**src/rtl/fetch_controller.sv**
```systemverilog
// ============================================================================
// Module      : fetch_controller
// Description : Instruction-fetch sequencer feeding decode from a 1-cycle ROM.
// Revision    : 1.0
// ============================================================================
`default_nettype none

module fetch_controller #(
    parameter int BITS        = 8,
    parameter int MEMORY_SIZE = 256,
    parameter int RESET_PC    = 0,
    parameter int COUNT_BITS  = 16
) (
    input  logic                  clk,
    input  logic                  rst,
    output logic [BITS-1:0]       pc,
    input  logic [BITS-1:0]       instruction,
    output logic [BITS-1:0]       instr,
    output logic [BITS-1:0]       instr_pc,
    output logic                  instr_valid,
    input  logic                  instr_ready,
    input  logic                  branch_taken,
    input  logic [BITS-1:0]       branch_target,
    input  logic                  halt,
    input  logic                  resume,
    output logic                  halted,
    output logic [COUNT_BITS-1:0] accepted_count
);

    localparam logic [BITS-1:0] RESET_ADDR = BITS'(RESET_PC);
    localparam logic [BITS-1:0] LAST_ADDR  = BITS'(MEMORY_SIZE - 1);

    localparam logic [1:0] ST_BOOT = 2'd0;
    localparam logic [1:0] ST_RUN  = 2'd1;
    localparam logic [1:0] ST_HALT = 2'd2;

    logic [1:0]      state;
    logic [BITS-1:0] fetch_pc;
    logic [BITS-1:0] req_pc;
    logic            req_valid;
    logic [BITS-1:0] restart_pc;
    logic            transfer;
    logic            stall;

    function automatic logic [BITS-1:0] inc(input logic [BITS-1:0] x);
        return (x == LAST_ADDR) ? '0 : x + BITS'(1);
    endfunction

    assign instr       = instruction;
    assign instr_pc    = req_pc;
    assign halted      = (state == ST_HALT);
    assign instr_valid = req_valid & (state == ST_RUN) & ~branch_taken;
    assign transfer    = instr_valid & instr_ready;
    assign stall       = req_valid & ~instr_ready;

    // Re-presenting req_pc during a stall keeps the ROM output stable with no skid buffer.
    always_comb begin
        pc = fetch_pc;
        if (rst) begin
            pc = RESET_ADDR;
        end else begin
            case (state)
                ST_BOOT: pc = RESET_ADDR;
                ST_RUN: begin
                    if (branch_taken)     pc = branch_target;
                    else if (halt)        pc = req_pc;
                    else if (stall)       pc = req_pc;
                    else                  pc = fetch_pc;
                end
                ST_HALT: pc = restart_pc;
                default: pc = RESET_ADDR;
            endcase
        end
    end

    always_ff @(posedge clk) begin
        if (rst) begin
            state          <= ST_BOOT;
            fetch_pc       <= RESET_ADDR;
            req_pc         <= '0;
            req_valid      <= 1'b0;
            restart_pc     <= RESET_ADDR;
            accepted_count <= '0;
        end else begin
            if (transfer && (accepted_count != {COUNT_BITS{1'b1}}))
                accepted_count <= accepted_count + COUNT_BITS'(1);

            case (state)
                ST_BOOT: begin
                    state     <= ST_RUN;
                    req_valid <= 1'b1;
                    req_pc    <= RESET_ADDR;
                    fetch_pc  <= inc(RESET_ADDR);
                end
                ST_RUN: begin
                    if (branch_taken) begin
                        req_pc    <= branch_target;
                        req_valid <= 1'b1;
                        fetch_pc  <= inc(branch_target);
                    end else if (halt) begin
                        state      <= ST_HALT;
                        req_valid  <= 1'b0;
                        restart_pc <= transfer ? inc(req_pc) : req_pc;
                    end else if (!stall) begin
                        req_pc    <= fetch_pc;
                        req_valid <= 1'b1;
                        fetch_pc  <= inc(fetch_pc);
                    end
                end
                ST_HALT: begin
                    if (resume) begin
                        state     <= ST_RUN;
                        req_pc    <= restart_pc;
                        req_valid <= 1'b1;
                        fetch_pc  <= inc(restart_pc);
                    end
                end
                default: state <= ST_BOOT;
            endcase
        end
    end

endmodule

`default_nettype wire
```
**config.mk**
```make
export PLATFORM = sky130hd
export DESIGN_NAME = fetch_controller
export DESIGN_NICKNAME = d
export VERILOG_FILES = /design/src/rtl/fetch_controller.sv
export SDC_FILE = /design/constraint.sdc
export NUM_CORES = 1
export LEC_CHECK = 0
export CAP_MARGIN = 0
export CORE_AREA = 2 2 80 82
export DETAILED_ROUTE_END_ITERATION = 10
export DIE_AREA = 0 0 82 84
export HOLD_SLACK_MARGIN = 0.06
export PLACE_DENSITY = 0.91
export RECOVER_POWER = 100
export REMOVE_ABC_BUFFERS = 1
export SYNTH_ARGS = -nofsm -noshare
export SYNTH_HDL_FRONTEND = slang
export SYNTH_SLANG_ARGS = --single-unit
```
**constraint.sdc**
```tcl
create_clock -name clk -period 2.55 [get_ports clk]
set_input_delay 0.51 -clock clk [delete_from_list [all_inputs] [get_ports clk]]
set_output_delay 0.51 -clock clk [all_outputs]
set_load 0.01 [all_outputs]
```
Word-level counts from Yosys, hierarchy flattened:

Cells that the tools add are included.

* flip-flop bits (word level): 43
* logic and storage cells: 64
* input port bits: 22
* output and inout bits: 42

* equality and inequality tests: 13
* add/sub/neg operators: 5
* multiplexer cells: 26
* reduce and logical (&&, ||, !) cells: 8
* bitwise logic cells: 6

Operators by type and width (number)
* two-way mux 8 bit: 14
* case mux 8 bit (3 select lines): 2
* adder 8 x 1 -> 8 bit, second input constant: 4
* == test 8 bit, second input constant: 4
* adder 16 x 1 -> 16 bit, second input constant: 1
* inequality test 16 bit, second input constant: 1
* case mux 8 bit (2 select lines): 1
* AND reduction 3 bit: 3
* two-way mux 2 bit: 3
* inequality test 2 bit, second input constant: 3
* inequality test 3 bit, second input constant: 2
* case mux 2 bit (3 select lines): 1
* bitwise AND 1 bit: 4
* two-way mux 1 bit: 4
* inequality test 4 bit, second input constant: 1
* AND reduction 4 bit: 1
* case mux 1 bit (3 select lines): 1
* nonzero test 3 bit: 1
* == test 2 x 1 -> 1 bit, second input constant: 1
* == test 2 bit, second input constant: 1
* logical NOT 2 bit: 1
* NOT 1 bit: 2
* AND reduction 2 bit: 1
* logical AND 1 bit: 1

Longest topological paths before layout:

Gate-level depths: netlist of the first run.

* word-level depth: 7
* depth in mapped cells: 9
* mapped depth without buffers: 7

Worst setup path after synthesis of the first run:

Ideal clock, no wire load.

* path type: input to output
* start point: input instr_ready
* end point: output pc[0]
* arrival: 1593 ps
* path buffers: 2
* setup slack: 447 ps
* stages: 7
* cells stage by stage: buf_4 -> nor2b_1 -> buf_2 -> nor2_2 -> a211o_1 -> a32oi_1 -> nor2_1

* longest elaborated chain between the ends: 7

Ends and longest elaborated chain
* start: declaration: line 21 `input logic instr_ready,`
* NOT 1 bit: line 54 `assign stall = req_valid & ~instr_ready;`
* bitwise AND 1 bit: line 54
* two-way mux 8 bit (2 in a row)
* two-way mux 8 bit: line 65 `if (branch_taken) pc = branch_target;`
* case mux 8 bit (2 select lines): line 62 `case (state)`
* two-way mux 8 bit: line 59 `if (rst) begin`
* end: declaration: line 16 `output logic [BITS-1:0] pc,`

Every way passes these cells.

Final worst setup path of the first run:

* start point: register state[0]
* end point: output halted

* longest elaborated chain between the ends: 1

Ends and longest elaborated chain
* start: declaration: line 37 `logic [1:0] state;`
* start signal: assignment: line 78 `state <= ST_BOOT;`
* start signal: assignment: line 90 `state <= ST_RUN;`
* start signal: assignment: line 101 `state <= ST_HALT;`
* == test 2 bit: line 51 `assign halted = (state == ST_HALT);`
* end: declaration: line 26 `output logic halted,`

Every way passes these cells.

==> results of run 1 <==
==> cell type report <==
| cell class | count | area share (%) |
|---|---|---|
| clock buffers | 5 | 1.77 |
| clock inverters | 3 | 0.613 |
| inverters | 11 | 1.16 |
| multi-input cells | 304 | 52.3 |
| flip-flops and latches | 43 | 22.3 |
| well taps | 77 | 2.48 |
| repair buffers | 86 | 19.4 |
==> final timing paths <==
path,start,end,depth (start not counted)
max,state[0],halted,4
max reg2reg,state[1],accepted_count[5],8
min,accepted_count[13],accepted_count[13],2
min reg2reg,accepted_count[13],accepted_count[13],2
==> through the flow <==
step / setup TNS, ps / cells
detailed placement: -3210 / 515
global route: 0 / 529
floorplan: 0 / 358
global placement: -3110 / 515
finish: 0 / 529
CTS: -7.53 / 527
==> sequential cells by signal (all words and copies together) (netlist names) <==
register and count:
accepted_count 16, req_valid 1, state 2, instr_pc 8
restart_pc 8, fetch_pc 8
==> metal layers <==
| metal | part of all wire [%] | vias to the layer above |
|---|---|---|
| li1 | - | 1546 |
| met1 | 40 | 1537 |
| met2 | 48 | 162 |
| met3 | 7.6 | 35 |
| met4 | 4.0 | 0 |
| met5 | 0 | - |
==> critical path: cells and delay by family, from the launching register on <==
family,cells,cell delay (ps)
buffers and inverters,3,1080
flip-flops,1,350
adder cells (fa/ha/maj),1,230
==> kinds of logic after synthesis <==
group / Yosys count / share of synthesized area [%]
and+or+nand+nor: 146 / 25.4
AOI/OAI and AO/OA: 119 / 27.5
DFF: 43 / 28.0
buffers and inverters: 36 / 6.69
xor gates and xnor gates: 28 / 7.99
adders and majority gates: 9 / 3.67
muxes: 2 / 0.693
==> cell usage in the layout (no fill, tap or decap), types with 5 or more instances in the layout <==
cell / n
dlygate4sd2_1: 5
nand4_1: 6
clkdlybuf4s50_1: 11
dfxtp_1: 41
dlygate4sd3_1: 25
o21ai_0: 21
a22o_1: 5
nor3_1: 9
a211oi_1: 5
xnor2_1: 12
buf_4: 35
nand3_1: 19
clkbuf_8: 5
a21oi_1: 23
and3_1: 11
o211ai_1: 11
a21oi_2: 5
nor2_1: 38
nand2_1: 33
ha_1: 6
xor2_1: 16
inv_1: 6
a22oi_1: 7
o21ba_2: 5
o31ai_1: 7
==> what timing repair did <==
| item | CTS | global route |
|---|---|---|
| pin swaps | 7 | 4 |
| setup endpoints to repair | 9 | 6 |
| gates resized for setup | 26 | 13 |
| setup buffers | 4 | 2 |
==> power by group <==
part / switching (mW) / leakage, nW / internal (mW)
clock network: 0.259 / 0.0408 / 0.196
logic: 0.225 / 1.16 / 0.170
registers: 0.0325 / 0.349 / 0.691
total: 0.516 / 1.54 / 1.06
==> metrics.txt, run 1 <==
Post-Layout Inst Area 3880 µm²; skew final 10.3 ps; unrepaired setup endpoints after global routing no; layout cells sized above 1 17.9%; Worst Path Arrival 1970 ps; register area 863 µm²; core area 6100 µm²; Seq cells post-synth 43; Max H-tree Level 2; Multi-input gate area 2030 µm²; vias in the first global route 3099; Critical Path Slowest Stage Cell clkdlybuf4s50_1; Reg clk slew, reported paths 90 ps; fin util 63.6%; Post-synth EDFFs 0; first-pass detailed-route iteration total 5; Nets 482; Avg Inst Size Synth 8.01 µm²; final RePlAce weighted congestion 0.967; Layout area overhead 26.4%; total wire length 9620 µm; pin count of the biggest net entering global routing 39; Crit Path Category reg -> out; post-route ant nets 0; DRC Markers 0; most common cell in the synthesized netlist dfxtp_1; final worst slack 65.5 ps; gr usage total 28.1%; die width 82 µm; wire per inst 18.2 µm; Hold WC Path Type reg -> reg; grt peak-use layer met2; peak supply drop 314 µV; placed instance area 3720 µm²; detailed placement HPWL 7060 µm; period utilisation layout 97.4%; Leakage 1.54 nW; met2 layer usage reported by global route 45.9%; clk sinks 43; synth warn 0; f_max 0.402 GHz; iteration-0 DRC count of the detailed router 380; Yosys cell types 70; met3 Use GR 8.01%; Die H 84 µm; IO Count 64; CP startpoint kind flop; Die Area 6890 µm²; status finished clean; PD cells 406 nW/µm²; Clock Latency Late Sink 310 ps; antenna violations before repair 0; # setup viols final 0; CP Data Required Time 2040 ps; worst-path maximum fanout 12; Seq/Total Area, Yosys 28.0%; I/O Buffers 47; most frequent cells after synthesis dfxtp_1 (43), nor2_1 (37), nand2_1 (34); asr flop ratio synth 0%; Num CTS Buffers 5; Syn Inst Count 383; Slew Viols, Final 0; first-pass GRT wire length 15100 µm; Vias per Instance 6.20; grt total ovfl 0; cell taking the most area after synthesis dfxtp_1; Critical Path, Cell by Cell inv_2 -> ha_4 -> clkbuf_1 -> clkdlybuf4s50_1; cts hold-fix bufs 0; clock tree from TritonCTS done; share of Yosys cell area claimed by the top area cell type 28.0%; met1 Usage GRT 33.7%; Overall Power 1.57 mW; root buffer cell clkbuf_8; Final min period 2480 ps; Row Count 29; n_diodes 0; worst hold slack 531 ps; dominant synthesized flop cell dfxtp_1; CP peak stage delay 610 ps; Longest Clk Path Bufs 2; starting density of the core 50.3%; Cell Area, Synth 3070 µm²; Max-Cap Viols 0; Worst slew margin 57.8%; Setup crit end kind output pin; DP Worst Slack -445 ps; setup slack, reg-to-reg 190 ps; Slew @ Worst Pin 631 ps; Filler cells 533; top post-synthesis cells by area dfxtp_1 (28%), xor2_1 (4.6%), nor2_1 (4.5%); vias post-DR 3280; Final Hold Vio Count 0
Power figures use the tool's default switching activity.
==> run 2: changes to the inputs <==
CAP_MARGIN = 20   (was 0)
==> results of run 2 <==
Final layout, timing and power as in run 1 (identical DEF).
==> run 3: changes to the inputs <==
CTS_CLUSTER_SIZE = 14   (was unset)
==> results of run 3 <==
Final layout, timing and power as in run 1 (identical DEF).
